### config.mk
export PLATFORM = sky130hd
export DESIGN_NAME = wt_mem_arbiter
export DESIGN_NICKNAME = d
export VERILOG_FILES = /design/src/rtl/wt_cache_pkg.sv /design/src/rtl/wt_rr_arb2.sv /design/src/rtl/wt_mem_arbiter.sv
export SDC_FILE = /design/constraint.sdc
export NUM_CORES = 1
export LEC_CHECK = 0
export ABC_AREA = 1
export CAP_MARGIN = 25
export CORE_AREA = 2 2 309 311
export DETAILED_ROUTE_END_ITERATION = 16
export DIE_AREA = 0 0 311 313
export PLACE_DENSITY_LB_ADDON = 0.08
export SKIP_CTS_REPAIR_TIMING = 1
export SLEW_MARGIN = 25
export SYNTH_ARGS = -nofsm -noshare
export SYNTH_HDL_FRONTEND = slang
export SYNTH_HIERARCHICAL = 1
export SYNTH_SLANG_ARGS = --single-unit
### constraint.sdc
create_clock -name clk_i -period 3.6 [get_ports clk_i]
set_input_delay 0.9 -clock clk_i [delete_from_list [all_inputs] [get_ports clk_i]]
set_output_delay 0.9 -clock clk_i [all_outputs]
set_load 0.01 [all_outputs]
### src/rtl/wt_cache_pkg.sv
// Shared types for the write-through cache memory path: source encoding,
// request/return payload structs and the transaction ID width used by both caches.
package wt_cache_pkg;

  localparam int unsigned WtTidWidth   = 2;
  localparam int unsigned WtReqWidth   = 128;
  localparam int unsigned WtRtrnWidth  = 128;

  typedef enum logic {
    MEM_SRC_ICACHE = 1'b0,
    MEM_SRC_DCACHE = 1'b1
  } mem_src_e;

  typedef enum logic {
    ARB_IDLE = 1'b0,
    ARB_SEND = 1'b1
  } arb_state_e;

  typedef struct packed {
    logic [WtTidWidth:0]   tid;
    logic [WtReqWidth-1:0] data;
  } wt_mem_req_t;

  typedef struct packed {
    logic [WtTidWidth:0]    tid;
    logic                   last;
    logic [WtRtrnWidth-1:0] data;
  } wt_mem_rtrn_t;

endpackage

### src/rtl/wt_rr_arb2.sv
// Two-input round-robin arbiter; the pointer moves to the losing side after
// every accepted grant so a lone requester hands priority to the other side.
module wt_rr_arb2
  import wt_cache_pkg::*;
(
  input  logic       clk,
  input  logic       rst,
  input  logic [1:0] req,
  input  logic       advance,
  output logic [1:0] gnt
);

  mem_src_e rr_q;

  always_comb begin
    gnt = req;
    if (req == 2'b11) begin
      gnt = (rr_q == MEM_SRC_ICACHE) ? 2'b01 : 2'b10;
    end
  end

  always_ff @(posedge clk) begin
    if (rst) begin
      rr_q <= MEM_SRC_ICACHE;
    end else if (advance && (gnt != 2'b00)) begin
      rr_q <= gnt[0] ? MEM_SRC_DCACHE : MEM_SRC_ICACHE;
    end
  end

endmodule

### src/rtl/wt_mem_arbiter.sv
// Shares the downstream memory request channel between icache and dcache,
// tags requests with their source, counts in-flight transactions and routes returns.
//
// state | meaning
// IDLE  | output register empty
// SEND  | output register holds a request, mem_req_o high
module wt_mem_arbiter
  import wt_cache_pkg::*;
#(
  parameter int unsigned ReqWidth       = WtReqWidth,
  parameter int unsigned RtrnWidth      = WtRtrnWidth,
  parameter int unsigned TidWidth       = WtTidWidth,
  parameter int unsigned MaxOutstanding = 4
) (
  input  logic                 clk_i,
  input  logic                 rst_i,
  input  logic                 block_i,
  input  logic                 ic_req_i,
  input  logic [ReqWidth-1:0]  ic_data_i,
  input  logic [TidWidth-1:0]  ic_tid_i,
  output logic                 ic_ack_o,
  input  logic                 dc_req_i,
  input  logic [ReqWidth-1:0]  dc_data_i,
  input  logic [TidWidth-1:0]  dc_tid_i,
  output logic                 dc_ack_o,
  output logic                 mem_req_o,
  output logic [ReqWidth-1:0]  mem_data_o,
  output logic [TidWidth:0]    mem_tid_o,
  input  logic                 mem_ack_i,
  input  logic                 mem_rtrn_vld_i,
  input  logic [TidWidth:0]    mem_rtrn_tid_i,
  input  logic                 mem_rtrn_last_i,
  input  logic [RtrnWidth-1:0] mem_rtrn_data_i,
  output logic                 ic_rtrn_vld_o,
  output logic [TidWidth-1:0]  ic_rtrn_tid_o,
  output logic [RtrnWidth-1:0] ic_rtrn_data_o,
  output logic                 dc_rtrn_vld_o,
  output logic [TidWidth-1:0]  dc_rtrn_tid_o,
  output logic [RtrnWidth-1:0] dc_rtrn_data_o,
  output logic                 busy_o,
  output logic                 err_o
);

  localparam int unsigned CntWidth = $clog2(MaxOutstanding + 1);

  arb_state_e          state_q, state_d;
  logic [CntWidth-1:0] cnt_q [2];
  logic [1:0]          req, elig, gnt, inc, dec;
  logic                capture;
  mem_src_e            rtrn_src;
  logic [ReqWidth-1:0] mem_data_q;
  logic [TidWidth:0]   mem_tid_q;
  logic                ic_rtrn_vld_q, dc_rtrn_vld_q;
  logic [TidWidth-1:0] rtrn_tid_q;
  logic [RtrnWidth-1:0] rtrn_data_q;
  logic                err_q;

  assign req = {dc_req_i, ic_req_i};

  always_comb begin
    elig = 2'b00;
    for (int i = 0; i < 2; i++) begin
      elig[i] = req[i] && (cnt_q[i] < CntWidth'(MaxOutstanding)) && !block_i;
    end
  end

  // A held request blocks new captures until downstream accepts it.
  assign capture = ((state_q == ARB_IDLE) || mem_ack_i) && (gnt != 2'b00) && !rst_i;

  wt_rr_arb2 u_rr_arb2 (
    .clk     (clk_i),
    .rst     (rst_i),
    .req     (elig),
    .advance (capture),
    .gnt     (gnt)
  );

  assign ic_ack_o = capture && gnt[0];
  assign dc_ack_o = capture && gnt[1];

  always_comb begin
    state_d = state_q;
    case (state_q)
      ARB_IDLE: if (capture) state_d = ARB_SEND;
      ARB_SEND: if (mem_ack_i && !capture) state_d = ARB_IDLE;
      default:  state_d = ARB_IDLE;
    endcase
  end

  always_ff @(posedge clk_i) begin
    if (rst_i) begin
      state_q    <= ARB_IDLE;
      mem_data_q <= '0;
      mem_tid_q  <= '0;
    end else begin
      state_q <= state_d;
      if (capture) begin
        mem_data_q <= gnt[1] ? dc_data_i : ic_data_i;
        mem_tid_q  <= gnt[1] ? {1'b1, dc_tid_i} : {1'b0, ic_tid_i};
      end
    end
  end

  assign rtrn_src = mem_src_e'(mem_rtrn_tid_i[TidWidth]);
  assign inc      = gnt & {2{capture}};
  assign dec[0]   = mem_rtrn_vld_i && mem_rtrn_last_i && (rtrn_src == MEM_SRC_ICACHE);
  assign dec[1]   = mem_rtrn_vld_i && mem_rtrn_last_i && (rtrn_src == MEM_SRC_DCACHE);

  always_ff @(posedge clk_i) begin
    if (rst_i) begin
      cnt_q[0] <= '0;
      cnt_q[1] <= '0;
      err_q    <= 1'b0;
    end else begin
      for (int i = 0; i < 2; i++) begin
        if (inc[i] && !dec[i]) begin
          cnt_q[i] <= cnt_q[i] + 1'b1;
        end else if (dec[i] && !inc[i]) begin
          if (cnt_q[i] == '0) err_q <= 1'b1;
          else                cnt_q[i] <= cnt_q[i] - 1'b1;
        end
      end
    end
  end

  always_ff @(posedge clk_i) begin
    if (rst_i) begin
      ic_rtrn_vld_q <= 1'b0;
      dc_rtrn_vld_q <= 1'b0;
      rtrn_tid_q    <= '0;
      rtrn_data_q   <= '0;
    end else begin
      ic_rtrn_vld_q <= mem_rtrn_vld_i && (rtrn_src == MEM_SRC_ICACHE);
      dc_rtrn_vld_q <= mem_rtrn_vld_i && (rtrn_src == MEM_SRC_DCACHE);
      if (mem_rtrn_vld_i) begin
        rtrn_tid_q  <= mem_rtrn_tid_i[TidWidth-1:0];
        rtrn_data_q <= mem_rtrn_data_i;
      end
    end
  end

  assign mem_req_o      = (state_q == ARB_SEND);
  assign mem_data_o     = mem_data_q;
  assign mem_tid_o      = mem_tid_q;
  assign ic_rtrn_vld_o  = ic_rtrn_vld_q;
  assign dc_rtrn_vld_o  = dc_rtrn_vld_q;
  assign ic_rtrn_tid_o  = rtrn_tid_q;
  assign dc_rtrn_tid_o  = rtrn_tid_q;
  assign ic_rtrn_data_o = rtrn_data_q;
  assign dc_rtrn_data_o = rtrn_data_q;
  assign busy_o         = (state_q == ARB_SEND) || (cnt_q[0] != '0) || (cnt_q[1] != '0);
  assign err_o          = err_q;

endmodule
# ---- Yosys cells after proc, flatten, opt, wreduce, memory -nomap -nowiden
# Memory sizes are Yosys's and may differ from the RTL's.
# Index checks and enable logic that the tools add are counted.
dict set report classes {
  reduce_logical 34
  eq_ne 1
  n_mux 36
  magnitude_cmp 2
  n_addsub 4
  bitwise_logic 7
}
# op count
set ops {}
lappend ops {{$mux W128} 1}
lappend ops {{$mux W1} 27}
lappend ops {{$logic_and A1 B1 Y1} 19}
lappend ops {{$mux W3} 5}
lappend ops {{$logic_not A1 Y1} 7}
lappend ops {{$add A3 B1 Y3 const B} 2}
lappend ops {{$logic_not A3 Y1} 2}
lappend ops {{$lt A3 B3 Y1 const B} 2}
lappend ops {{$reduce_bool A3 Y1} 2}
lappend ops {{$sub A3 B1 Y3 const B} 2}
lappend ops {{$mux W2} 2}
lappend ops {{$or A1 B1 Y1} 4}
lappend ops {{$logic_or A1 B1 Y1} 3}
lappend ops {{$and A2 B2 Y2} 1}
lappend ops {{$eq A2 B2 Y1 const B} 1}
lappend ops {{$not A1 Y1} 2}
lappend ops {{$pmux W1 S2} 1}
lappend ops {{$reduce_bool A2 Y1} 1}
dict set report totals {
  out_inout_bits 398
  ram_bits 6
  in_bits 399
  regBits 266
  memories 1
  word_cells 94
}
# name depth word_bits read_ports rd_clocked_by_memory_dff wr line_no
set memory_table {}
lappend memory_table {cnt_q 2 3 2 0 2 wt_mem_arbiter.sv:47} ;# logic [CntWidth-1:0] cnt_q [2];

# ---- Longest topological paths before layout
dict set report depth {
  word_depth 16
  ltp_mapped 12
  ltp_nobuf 12
}

# ---- Modules after synthesis
# Netlist, hierarchy kept.
# mod area_per_inst_um2 seq_area_each_um2 instances cells_per_inst
set by_module_without_submodules {}
lappend by_module_without_submodules {wt_mem_arbiter 12179.2 5485.3 1 1764}
lappend by_module_without_submodules {wt_rr_arb2 60.1 20.0 1 8}

# ---- Worst setup path after synthesis
# No wires, ideal clock.
dict set report synth_timing {
  path_type {input-to-output}
  startpoint {input port block_i}
  endpoint {output port ic_ack_o}
  arrival_time_ps 2008
  path_buffers 0
  required_ps 2700
  cell_stages 4
  slack_ps 692
  path_cell_list {nor3b_1 a21boi_0 nand3_1 inv_1}
}
dict set report synth_between {
  elab_chain_cells 8
  elab_cells_between_ends 9
  cone_classes {1 x eq/ne; 1 x mux; 7 x reduce/logical}
}
# item line_no
set synth_lines {}
lappend synth_lines {{start, declared} wt_mem_arbiter.sv:17} ;# input logic block_i,
lappend synth_lines {{$logic_not A1 Y1 (*)} wt_mem_arbiter.sv:63} ;# elig[i] = req[i] && (cnt_q[i] < CntWidth'(MaxOutstanding)) && !block_i;
lappend synth_lines {{$logic_and A1 B1 Y1} wt_mem_arbiter.sv:63}
lappend synth_lines {{$eq A2 B2 Y1} wt_rr_arb2.sv:17} ;# if (req == 2'b11) begin
lappend synth_lines {{$mux W2 (*)} wt_rr_arb2.sv:17}
lappend synth_lines {{net gnt[0]} wt_mem_arbiter.sv:48} ;# logic [1:0] req, elig, gnt, inc, dec;
lappend synth_lines {{$reduce_bool A2 Y1} wt_mem_arbiter.sv:68} ;# assign capture = ((state_q == ARB_IDLE) || mem_ack_i) && (gnt != 2'b00) && !rst_i;
lappend synth_lines {{$logic_and A1 B1 Y1 (2 in a row)} wt_mem_arbiter.sv:68}
lappend synth_lines {{$logic_and A1 B1 Y1 (*)} wt_mem_arbiter.sv:78} ;# assign ic_ack_o = capture && gnt[0];
lappend synth_lines {{end, declared} wt_mem_arbiter.sv:21} ;# output logic ic_ack_o,
# Mark *: on every way through the listed nets, which the timed path passes. The rest lies on a longest branch.

# ---- Worst setup path in the final report
dict set report layout_timing {
  startpoint {input port ic_req_i}
  endpoint {output port ic_ack_o}
}
dict set report layout_between {
  elab_chain_cells 8
}
# item line_no
set layout_lines {}
lappend layout_lines {{start, declared} wt_mem_arbiter.sv:18} ;# input logic ic_req_i,
lappend layout_lines {{$logic_and A1 B1 Y1 (*) (2 in a row)} wt_mem_arbiter.sv:63}
lappend layout_lines {{net elig[0]} wt_mem_arbiter.sv:48}
lappend layout_lines {{$eq A2 B2 Y1} wt_rr_arb2.sv:17}
lappend layout_lines {{$mux W2 (*)} wt_rr_arb2.sv:17}
lappend layout_lines {{net gnt[0]} wt_mem_arbiter.sv:48}
lappend layout_lines {{$reduce_bool A2 Y1} wt_mem_arbiter.sv:68}
lappend layout_lines {{$logic_and A1 B1 Y1 (2 in a row)} wt_mem_arbiter.sv:68}
lappend layout_lines {{$logic_and A1 B1 Y1 (*)} wt_mem_arbiter.sv:78}
# Marked as above.

==> load_flow_metrics.sql <==
INSERT INTO impl_metrics (metric_group, metric, value, unit) VALUES
('worst_setup_path', 'worst_ep_required_time', '2.70', 'ns'),
('clocking', 'clock_tree.htree_level_count', '2', ''),
('timing', 'timing.fmax', '0.2919', 'GHz'),
('logic_synthesis', 'post_syn_area_per_cell', '6.907', 'um2'),
('worst_setup_path', 'reg2reg_depth', '13', ''),
('clocking', 'cts_made_buffers', '40', ''),
('worst_setup_path', 'regToRegSetupSlack', '0.87', 'ns'),
('timing', 'finalCritPeriodShare', '0.9518', ''),
('hold_path', 'worst_hold_path.num_cells', '2', ''),
('routing', 'remaining_drc_errors', '0', ''),
('hold_path', 'hold_start', 'mem_data_o[1]$_SDFFE_PP0N_', ''),
('placement', 'worst_setup_slack_before_clock_tree_synthesis', '-0.07963', 'ns'),
('timing', 'report.final.hold_viol_count', '0', ''),
('clocking', 'cts_num_sinks', '272', ''),
('pwr', 'peak_supply_drop', '0.0002135', 'V'),
('pwr', 'leakage_power_total', '8.572', 'nW'),
('timing', 'worstMarginPinSlew', '0.8204', 'ns'),
('timing', 'hold_slack', '0.4594', 'ns'),
('floorplanning', 'overall_die_width', '311', 'um'),
('timing', 'layout_min_cycle_time', '3.426', 'ns'),
('placement', 'finalWeightedCongestion', '0.8357', ''),
('floorplanning', 'floorplan.initialDensity', '0.1300', ''),
('timing', 'fin_skew', '0.01420', 'ns'),
('routing', 'vias', '13540', ''),
('worst_setup_path', 'regToRegStartpoint', 'cnt_q[1][2]$_DFFE_PP_', ''),
('clocking', 'clk_pin_slew_worst_paths', '0.05', 'ns'),
('routing', 'via_per_inst', '3.661', ''),
('placement', 'hpwlAfterDp', '51110', 'um'),
('logic_synthesis', 'synth_top_cell_area_share', '0.4351', ''),
('logic_synthesis', 'ys_seq_elements', '272', ''),
('logic_synthesis', 'synth.lib_cells_used.distinct', '30', ''),
('global_routing', 'via_count_of_the_first_global_routing_pass', '13760', ''),
('logic_synthesis', 'yosysWarnings', '6', ''),
('hold_path', 'min_to', 'mem_data_o[1]$_SDFFE_PP0N_', ''),
('clocking', 'clockBufferDepth', '3', ''),
('timing', 'rsz0062_at_grt', 'no', ''),
('clocking', 'cts_tree', 'done', ''),
('global_routing', 'grt_pass1_wl', '96080', 'um'),
('global_routing', 'grt_max_degree', '131', ''),
('pwr', 'power_density', '410.1', 'mW/mm2'),
('floorplanning', 'design.core.area', '0.09416', 'mm2'),
('cells_and_area', 'drive_gt1_frac', '0.04536', ''),
('logic_synthesis', 'synth-edff-count', '6', ''),
('status', 'status', 'finished, final reports clean', ''),
('cells_and_area', 'nNetsFinal', '2804', ''),
('timing', 'finalMaxSlewViolations', '0', ''),
('placement', 'io_buffer_count', '796', ''),
('timing', 'worst_slew_margin', '0.4530', ''),
('clocking', 'cts_root_buffer', 'sky130_fd_sc_hd__clkbuf_16', ''),
('cells_and_area', 'finalCoreUtilization', '0.2333', ''),
('global_routing', 'grt.total_usage', '0.1331', ''),
('pwr', 'power_report.internal_total', '6.498', 'mW'),
('pwr', 'clkPwrFrac', '0.421', ''),
('routing', 'initialDrtViolationCount', '522', ''),
('clocking', 'insertion_delay_to_the_later_sink_of_the_worst_skew_pair', '0.55', 'ns'),
('pwr', 'swShare', '0.2788', ''),
('logic_synthesis', 'synth.net_count', '2175', ''),
('cells_and_area', 'area_delta_synth_final', '79.47', '%'),
('flow_run', 'timing.max_cap.violations', '0', ''),
('pwr', 'post-layout-total-power', '9.009', 'mW'),
('worst_setup_path', 'crit_path_max_fanout', '3', ''),
('global_routing', 'globalRoute.totalOverflow', '0', ''),
('logic_synthesis', 'yosysSeqAreaShare', '0.4498', ''),
('worst_setup_path', 'timing.setup.critical_path_class', 'in2out', ''),
('logic_synthesis', 'syn_area', '0.01224', 'mm2'),
('pwr', 'switching_power', '2.511', 'mW'),
('timing', 'fin_ws', '0.1736', 'ns'),
('worst_setup_path', 'worst-endpoint-arrival', '2.53', 'ns'),
('floorplanning', 'die-area', '0.09734', 'mm2'),
('floorplanning', 'die_y', '313', 'um'),
('floorplanning', 'placementRows', '113', '');
stage by stage:
| step | cell area (um2) | cells | TNS (ns) |
|---|---|---|---|
| global placement | 20700 | 3624 | -0.2279 |
| global route | 21950 | 3690 | 0 |
| finish | 21970 | 3697 | 0 |
| floorplan | 12240 | 1772 | 0 |
| detailed placement | 20700 | 3624 | -0.09352 |
| CTS | 21940 | 3690 | -0.1137 |
cell type report:
type | count | area, um2
fill | 10480 | 72200
timing repair buffer | 832 | 8406
sequential | 272 | 5505
multi-input combinational | 1233 | 5120
tap | 1265 | 1583
clock buffer | 56 | 1175
inverter | 22 | 91.34
clock inverter | 10 | 68.82
antenna | 7 | 17.52
cell usage in the layout, fill, tap and decap left out, types with 2 or more instances in the layout:
| cell | Yosys | layout |
|---|---|---|
| sky130_fd_sc_hd__a21oi_1 | 132 | 132 |
| sky130_fd_sc_hd__buf_12 | 0 | 14 |
| sky130_fd_sc_hd__buf_4 | 133 | 26 |
| sky130_fd_sc_hd__clkbuf_1 | 59 | 8 |
| sky130_fd_sc_hd__clkbuf_16 | 0 | 43 |
| sky130_fd_sc_hd__clkbuf_8 | 0 | 5 |
| sky130_fd_sc_hd__clkdlybuf4s50_1 | 0 | 791 |
| sky130_fd_sc_hd__clkinv_2 | 0 | 8 |
| sky130_fd_sc_hd__clkinv_4 | 0 | 2 |
| sky130_fd_sc_hd__dfxtp_1 | 266 | 266 |
| sky130_fd_sc_hd__diode_2 | 0 | 7 |
| sky130_fd_sc_hd__edfxtp_1 | 6 | 6 |
| sky130_fd_sc_hd__ha_1 | 3 | 3 |
| sky130_fd_sc_hd__inv_1 | 19 | 18 |
| sky130_fd_sc_hd__inv_4 | 0 | 3 |
| sky130_fd_sc_hd__nand2_1 | 670 | 670 |
| sky130_fd_sc_hd__nand3_1 | 8 | 8 |
| sky130_fd_sc_hd__nand3b_1 | 3 | 3 |
| sky130_fd_sc_hd__nand4_1 | 3 | 3 |
| sky130_fd_sc_hd__nor2_1 | 266 | 266 |
| sky130_fd_sc_hd__nor2_2 | 2 | 2 |
| sky130_fd_sc_hd__nor3_1 | 3 | 3 |
| sky130_fd_sc_hd__o21ai_0 | 130 | 130 |
| sky130_fd_sc_hd__xor2_1 | 2 | 2 |
critical path, cell delays in order:
cell                              delay, ns
sky130_fd_sc_hd__clkdlybuf4s50_1       0.46
sky130_fd_sc_hd__nor3b_2               0.26
sky130_fd_sc_hd__buf_4                 0.19
sky130_fd_sc_hd__a21boi_0              0.20
sky130_fd_sc_hd__buf_4                 0.15
sky130_fd_sc_hd__nand3_1               0.10
sky130_fd_sc_hd__inv_1                 0.12
sky130_fd_sc_hd__buf_12                0.13
flip-flops by register name, summed over array words and instances (netlist names):
| register | flops |
|---|---|
| err_o | 1 |
| ic_rtrn_vld_o | 1 |
| mem_req_o | 1 |
| u_rr_arb2/rr_q | 1 |
| dc_rtrn_data_o | 128 |
| dc_rtrn_vld_o | 1 |
| mem_data_o | 128 |
| dc_rtrn_tid_o | 2 |
| mem_tid_o | 3 |
| cnt_q | 6 |
routing by layer:
| layer | part of all wire | global-route usage | up-vias |
|---|---|---|---|
| met4 | 0.017 | 0.02613 | 4 |
| met3 | 0.085 | 0.04896 | 72 |
| met1 | 0.40 | 0.1498 | 6267 |
| li1 | - | - | 6666 |
| met2 | 0.50 | 0.2399 | 526 |
| met5 | 0.00035 | 0 | - |
worst max path at each step:
stage | start | end | slack (ns) | cells past startpoint
final | ic_req_i | ic_ack_o | 0.17 | 8
after CTS | block_i | ic_ack_o | -0.11 | 8
after detailed placement | block_i | ic_ack_o | -0.08 | 8
after global routing | ic_req_i | ic_ack_o | 0.03 | 8
after global placement | block_i | ic_ack_o | -0.13 | 8
after floorplan | block_i | ic_ack_o | 0.69 | 4
cell families (layout without fill, tap and decap cells):
logic type,Yosys count,after routing,synth area share
compound gates,267,267,0.1117
xor+xnor,3,3,0.002147
fa+ha+maj,4,4,0.004703
buf+inv,267,920,0.1332
flops,272,272,0.4498
other cells,0,7,0
simple gates,959,959,0.2984
power groups by stage:
stage               sequential (mW)  clock [mW]  combinational [mW]
CTS                            3.37        3.99                1.90
detailed placement             3.43           0                1.89
global route                   3.39        4.10                2.02
finish                         3.37        3.79                1.85
floorplan                      3.45           0               0.700
global placement               3.43           0                1.89
No activity file was read; power rests on OpenSTA's default activity.
